--- src/rtl/fmc_fifo_pkg.sv ---
// Shared definitions for the FMC write FIFO: capture FSM states, status layout
// and drop counter saturation value.
package fmc_fifo_pkg;

  typedef enum logic [1:0] {
    IDLE   = 2'd0,
    ARMED  = 2'd1,
    COMMIT = 2'd2
  } cap_state_t;

  localparam int unsigned ST_LEVEL_LSB = 0;
  localparam int unsigned ST_DROP_LSB  = 16;
  localparam int unsigned ST_OVF_BIT   = 31;

  localparam logic [7:0] DROP_CNT_MAX = 8'd255;

endpackage

--- src/rtl/fmc_fifo_ram.sv ---
// Simple dual-port RAM, 32 bit wide, 2**DEPTH_LOG2 deep, registered read port.
module fmc_fifo_ram #(
  parameter int unsigned DEPTH_LOG2 = 6
) (
  input  logic                  clk,
  input  logic                  we,
  input  logic [DEPTH_LOG2-1:0] waddr,
  input  logic [31:0]           wdata,
  input  logic [DEPTH_LOG2-1:0] raddr,
  output logic [31:0]           rdata
);

  logic [31:0] mem [2**DEPTH_LOG2];

  always_ff @(posedge clk) begin
    if (we) mem[waddr] <= wdata;
    rdata <= mem[raddr];
  end

endmodule

--- src/rtl/fmc_wr_fifo.sv ---
// Captures FMC writes to STREAM_ADDR into a sync FIFO and streams them out (FWFT).
// Optional FMC_WR_FIFO_PEAK_EN adds a peak[15:0] high-water-mark output.
module fmc_wr_fifo
  import fmc_fifo_pkg::*;
#(
  parameter int unsigned DEPTH_LOG2  = 6,
  parameter logic [15:0] STREAM_ADDR = 16'h0010
) (
  input  logic        clk,
  input  logic        reset,
  input  logic [15:0] fmc_addr,
  input  logic [31:0] fmc_data_in,
  input  logic        fmc_ne,
  input  logic        fmc_nwe,
  input  logic        flush,
  output logic [31:0] m_tdata,
  output logic        m_tvalid,
  input  logic        m_tready,
  output logic [31:0] status
`ifdef FMC_WR_FIFO_PEAK_EN
  ,
  output logic [15:0] peak
`endif
);

  localparam int unsigned AW = DEPTH_LOG2;
  localparam int unsigned PW = DEPTH_LOG2 + 1;

  logic        ne_s1, ne_s2, nwe_s1, nwe_s2;
  logic [15:0] addr_q, addr_q2;
  logic [31:0] data_q, data_q2;

  // Addr/data get a second stage so they line up with the 2-FF strobe sync;
  // the capture then never takes a sample from after the nwe rising edge.
  always_ff @(posedge clk) begin
    if (reset) begin
      ne_s1   <= 1'b1;
      ne_s2   <= 1'b1;
      nwe_s1  <= 1'b0;
      nwe_s2  <= 1'b0;
      addr_q  <= '0;
      addr_q2 <= '0;
      data_q  <= '0;
      data_q2 <= '0;
    end else begin
      ne_s1   <= fmc_ne;
      ne_s2   <= ne_s1;
      nwe_s1  <= fmc_nwe;
      nwe_s2  <= nwe_s1;
      addr_q  <= fmc_addr;
      addr_q2 <= addr_q;
      data_q  <= fmc_data_in;
      data_q2 <= data_q;
    end
  end

  cap_state_t  state;
  logic [31:0] cap_data;
  logic        nwe_high_seen;
  logic        push;

  // nwe_high_seen blocks re-arming on a write already in flight at reset/flush.
  always_ff @(posedge clk) begin
    if (reset || flush) begin
      state         <= IDLE;
      cap_data      <= '0;
      nwe_high_seen <= 1'b0;
    end else begin
      if (nwe_s2) nwe_high_seen <= 1'b1;
      case (state)
        IDLE: begin
          if (nwe_high_seen && !ne_s2 && !nwe_s2 && addr_q2 == STREAM_ADDR) begin
            state         <= ARMED;
            cap_data      <= data_q2;
            nwe_high_seen <= 1'b0;
          end
        end
        ARMED: begin
          if (nwe_s2)     state <= COMMIT;
          else if (ne_s2) state <= IDLE;
          else            cap_data <= data_q2;
        end
        COMMIT:  state <= IDLE;
        default: state <= IDLE;
      endcase
    end
  end

  assign push = (state == COMMIT);

  logic [PW-1:0] wr_ptr, rd_ptr, rd_nxt, level, level_nxt;
  logic [AW-1:0] raddr;
  logic [31:0]   ram_rdata, ram_head, fwd_data;
  logic          fwd_valid, full, pop, wr_en, drop, overflow;
  logic [7:0]    drop_cnt;

  always_comb begin
    pop       = m_tvalid & m_tready;
    level     = wr_ptr - rd_ptr;
    full      = (wr_ptr[AW] != rd_ptr[AW]) && (wr_ptr[AW-1:0] == rd_ptr[AW-1:0]);
    wr_en     = push & (!full | pop) & !flush;
    drop      = push & full & !pop & !flush;
    rd_nxt    = flush ? '0 : rd_ptr + PW'(pop);
    level_nxt = level + PW'(wr_en) - PW'(pop);
    raddr     = rd_nxt[AW-1:0] + AW'(1);
    ram_head  = fwd_valid ? fwd_data : ram_rdata;
  end

  fmc_fifo_ram #(.DEPTH_LOG2(DEPTH_LOG2)) u_ram (
    .clk   (clk),
    .we    (wr_en),
    .waddr (wr_ptr[AW-1:0]),
    .wdata (cap_data),
    .raddr (raddr),
    .rdata (ram_rdata)
  );

  // RAM is read one entry ahead of the head; a write landing on that entry in
  // the same cycle is forwarded because the registered read returns stale data.
  always_ff @(posedge clk) begin
    if (reset) begin
      wr_ptr    <= '0;
      rd_ptr    <= '0;
      m_tvalid  <= 1'b0;
      m_tdata   <= '0;
      fwd_valid <= 1'b0;
      fwd_data  <= '0;
      overflow  <= 1'b0;
      drop_cnt  <= '0;
    end else if (flush) begin
      wr_ptr    <= '0;
      rd_ptr    <= '0;
      m_tvalid  <= 1'b0;
      fwd_valid <= 1'b0;
      overflow  <= 1'b0;
      drop_cnt  <= '0;
    end else begin
      if (wr_en) wr_ptr <= wr_ptr + PW'(1);
      rd_ptr    <= rd_nxt;
      m_tvalid  <= (level_nxt != '0);
      fwd_valid <= wr_en && (wr_ptr[AW-1:0] == raddr);
      fwd_data  <= cap_data;
      if (!m_tvalid) begin
        if (wr_en) m_tdata <= cap_data;
      end else if (pop) begin
        if (level > PW'(1)) m_tdata <= ram_head;
        else if (wr_en)     m_tdata <= cap_data;
      end
      if (drop) begin
        overflow <= 1'b1;
        if (drop_cnt != DROP_CNT_MAX) drop_cnt <= drop_cnt + 8'd1;
      end
    end
  end

  always_comb begin
    status                         = '0;
    status[ST_OVF_BIT]             = overflow;
    status[ST_DROP_LSB +: 8]       = drop_cnt;
    status[ST_LEVEL_LSB +: 16]     = 16'(level);
  end

`ifdef FMC_WR_FIFO_PEAK_EN
  logic [PW-1:0] peak_q;

  always_ff @(posedge clk) begin
    if (reset || flush)      peak_q <= '0;
    else if (level > peak_q) peak_q <= level;
  end

  assign peak = 16'(peak_q);
`endif

endmodule
--- config.mk ---
export PLATFORM = sky130hd
export DESIGN_NAME = fmc_wr_fifo
export DESIGN_NICKNAME = d
export VERILOG_FILES = /design/src/rtl/fmc_fifo_pkg.sv /design/src/rtl/fmc_fifo_ram.sv /design/src/rtl/fmc_wr_fifo.sv
export SDC_FILE = /design/constraint.sdc
export NUM_CORES = 2
export LEC_CHECK = 0
export BUFFER_PORTS_ARGS = -buffer_cell sky130_fd_sc_hd__buf_2
export CAP_MARGIN = 15
export CELL_PAD_IN_SITES_DETAIL_PLACEMENT = 0
export CELL_PAD_IN_SITES_GLOBAL_PLACEMENT = 1
export CORE_AREA = 2 2 503 505
export CTS_CLUSTER_SIZE = 28
export DETAILED_ROUTE_END_ITERATION = 6
export DIE_AREA = 0 0 505 507
export HOLD_SLACK_MARGIN = 0.06
export PLACE_DENSITY_LB_ADDON = 0.1
export SYNTH_ARGS = -nofsm -noshare
export SYNTH_HDL_FRONTEND = slang
export SYNTH_SLANG_ARGS = --single-unit
--- constraint.sdc ---
create_clock -name clk -period 3.5 [get_ports clk]
set_input_delay 0.175 -clock clk [delete_from_list [all_inputs] [get_ports clk]]
set_output_delay 0.175 -clock clk [all_outputs]
set_load 0.01 [all_outputs]
==> flow_summary.toml <==
[clock_tree]
path_clk_slew_ns = 0.06
cts-htree-levels = 4
clock_sinks = 2304
cts_tree = "done"
clk_path_buf_depth = 3
insertion_delay_ns = 0.90
cts_made_buffers = 240
root_buffer = "clkbuf_16"

[grt]
grt_pass1_wl_um = 365000
grt_pass1_vias = 44636
gr-usage-all-layers_pct = 20.5
grt_max_degree = 98
antenna_found_initial = 17
grt_overflow = 0

[final_layout]
drive_gt1_share_pct = 36.0
final_nets = 4801
final_cell_mix = "2048 x edfxtp_1, 640 x mux4_2, 322 x buf_4, 251 x clkbuf_16, 222 x dfxtp_1"
finish.utilization_pct = 42.7
final_common_cell = "edfxtp_1"
syn2layout_area_growth_pct = 22.3

[synthesis]
ys_top_cells_by_area = "edfxtp_1 70%, mux4_2 16%, dfxtp_1 5.9%"
synth_top_cell_by_area = "edfxtp_1"
ys_seq_area_share_pct = 76.2
ys_warn_count = 0
yosysUniqueCellTypes = 51
ys_ff_latch = 2304
synth_ff_type = "edfxtp_1"
syn_area_per_cell_um2 = 21.9
syn_inst = 3999
async_flop_share_pct = 0
synth_enable_flop_cells = 2048
synth_top_area_share_pct = 70.3
synth_area_um2 = 87400

[power]
peakVddDrop_v = 0.000459
powerDensity_nw_per_um2 = 540
leakagePower_nw = 36.7
fin_total_pwr_w = 0.0577

[sta]
fmax_ghz = 0.287
slew_headroom_pct = 18.2
slew_violations = 0
min_period_over_period_pct = 99.6
rsz0062_at_grt = "true"
final-hold-violation-count = 0
min_period_ns = 3.49
finalSetupTns_ns = 0
worstMarginPinSlew_ns = 1.23
fin_skew_ns = 0.0451
finalSetupViolCount = 0

[outcome]
outcome = "completed"

[min_path]
hold_path_class = "in -> reg"

[routing]
drtIter0Drc = 3797
dr.pass1.iters = 5
drc = 0
drtAntennaViolNets = 0
via_per_inst = 5.23
vias = 43305
routedWlPerCell_um = 32.0
wl_um = 266000

[floorplan]
start_util_pct = 34.9
die_height_um = 507
fp-row-count = 184
dieArea_um2 = 256000
core_um2 = 250000
boundaryPins = 119
fp.dieW_um = 505

[place]
gp_congestion = 0.775
io_buffer_count = 102
dpl.hpwl_um = 158000

[critical_path]
path_class = "reg -> reg"
end_kind = "flip-flop"
critPathRequiredTime_ns = 4.24
startpoint_type = "flip-flop"
cp_max_fo = 17
arrival_ns = 4.23

[flow_run]
drv_cap = 0
-- kinds of logic after synthesis --
logic type | count (synthesis) | share of synthesized area [%]
other | 1 | 0.00429
and+or+nand+nor | 439 | 2.47
AOI/OAI and AO/OA | 195 | 1.54
muxes | 738 | 17.6
xor gates and xnor gates | 31 | 0.311
adders and majority gates | 27 | 0.404
buffers and inverters | 264 | 1.45
DFF | 2304 | 76.2
-- registers in the layout, indices dropped and copies added (netlist names), 8 cells and up --
register     flops
m_tdata         32
data_q          32
data_q2         32
u_ram.rdata     32
cap_data        32
u_ram.mem     2048
fwd_data        32
addr_q2         16
addr_q          16
drop_cnt         8
-- worst paths after layout --
kind | start | to | slack (ns) | cells after the start
setup / recovery | m_tvalid$_SDFF_PP0_ | u_ram.rdata[24]$_DFF_P_ | 0.01 | 14
hold reg to reg | ne_s1$_SDFF_PP1_ | ne_s2$_SDFF_PP1_ | 0.42 | 1
setup reg to reg | m_tvalid$_SDFF_PP0_ | u_ram.rdata[24]$_DFF_P_ | 0.01 | 14
hold / removal | m_tready | overflow$_SDFFE_PP0P_ | 0.1 | 6
-- layer usage --
metal  up-vias  wire [µm]  GRT usage (%)
met5         -          0              0
met4         0       6520           5.01
met3       312      11100           2.86
met2       900     134000           35.1
met1     23996     114000           27.7
li1      18097          -              -
-- stage by stage --
step	instance area [µm²]	setup slack, ns	std cells	hold slack [ns]
after floorplan	87500	-0.135	4014	0.279
after global placement	96100	-0.762	7615	0.379
after detailed placement	96100	-0.684	7617	0.379
after CTS	106000	0.00132	8212	0.0606
after global routing	107000	-0.104	8279	0.0950
final	107000	0.0137	8288	0.0961
-- critical path, cell delays in order, from the launching register on --
cell and delay, ns:
dfxtp_2 0.32, and2_4 0.16, ha_4 0.17, ha_4 0.21, nor2b_4 0.13, ha_4 0.37
buf_12 0.20, buf_12 0.12, buf_8 0.14, buf_12 0.18, mux4_2 0.32, mux4_2 0.59
a22oi_2 0.18, buf_6 0.17, nand2_1 0.07
-- cell usage after synthesis (all sizes together), types with 3 or more instances --
library cell and n:
a21o 4, a21oi 46, a221o 32, a22oi 64, and2 4, and3 35
buf 111, clkbuf 133, dfxtp 256, edfxtp 2048, ha 25, inv 19
mux2i 98, mux4 640, nand2 45, nand2b 3, nand3 12, nand3b 3
nand4 11, nor2 188, nor2b 108, nor3 8, nor4 4, o21ai 40
or2 5, or3 6, xnor2 14, xor2 17
-- power breakdown --
part | internal (W) | switching (W)
combinational | 0.00132 | 0.00112
sequential | 0.0296 | 0.000104
clock | 0.0147 | 0.0109
total | 0.0456 | 0.0121
-- what timing repair did --
action,4_1_cts,5_1_grt
setup endpoints to repair,30,35
hold buffers,99,0
setup buffers,34,62
endpoints found under the hold margin,90,0
resized for setup,60,54
cloned,10,7
pin swaps,10,16
-- area by class of cell --
class                           instances  area, µm²
Tap cell                             3348       4190
Inverter                               20       75.1
Sequential cell                      2304      66700
Timing Repair Buffer                  708       7650
Antenna cell                           10       25.0
Clock inverter                        135       1270
Fill cell                           21918     144000
Multi-Input combinational cell       1446      20400
Clock buffer                          317       6650
No activity file was read; power rests on OpenSTA's default activity.
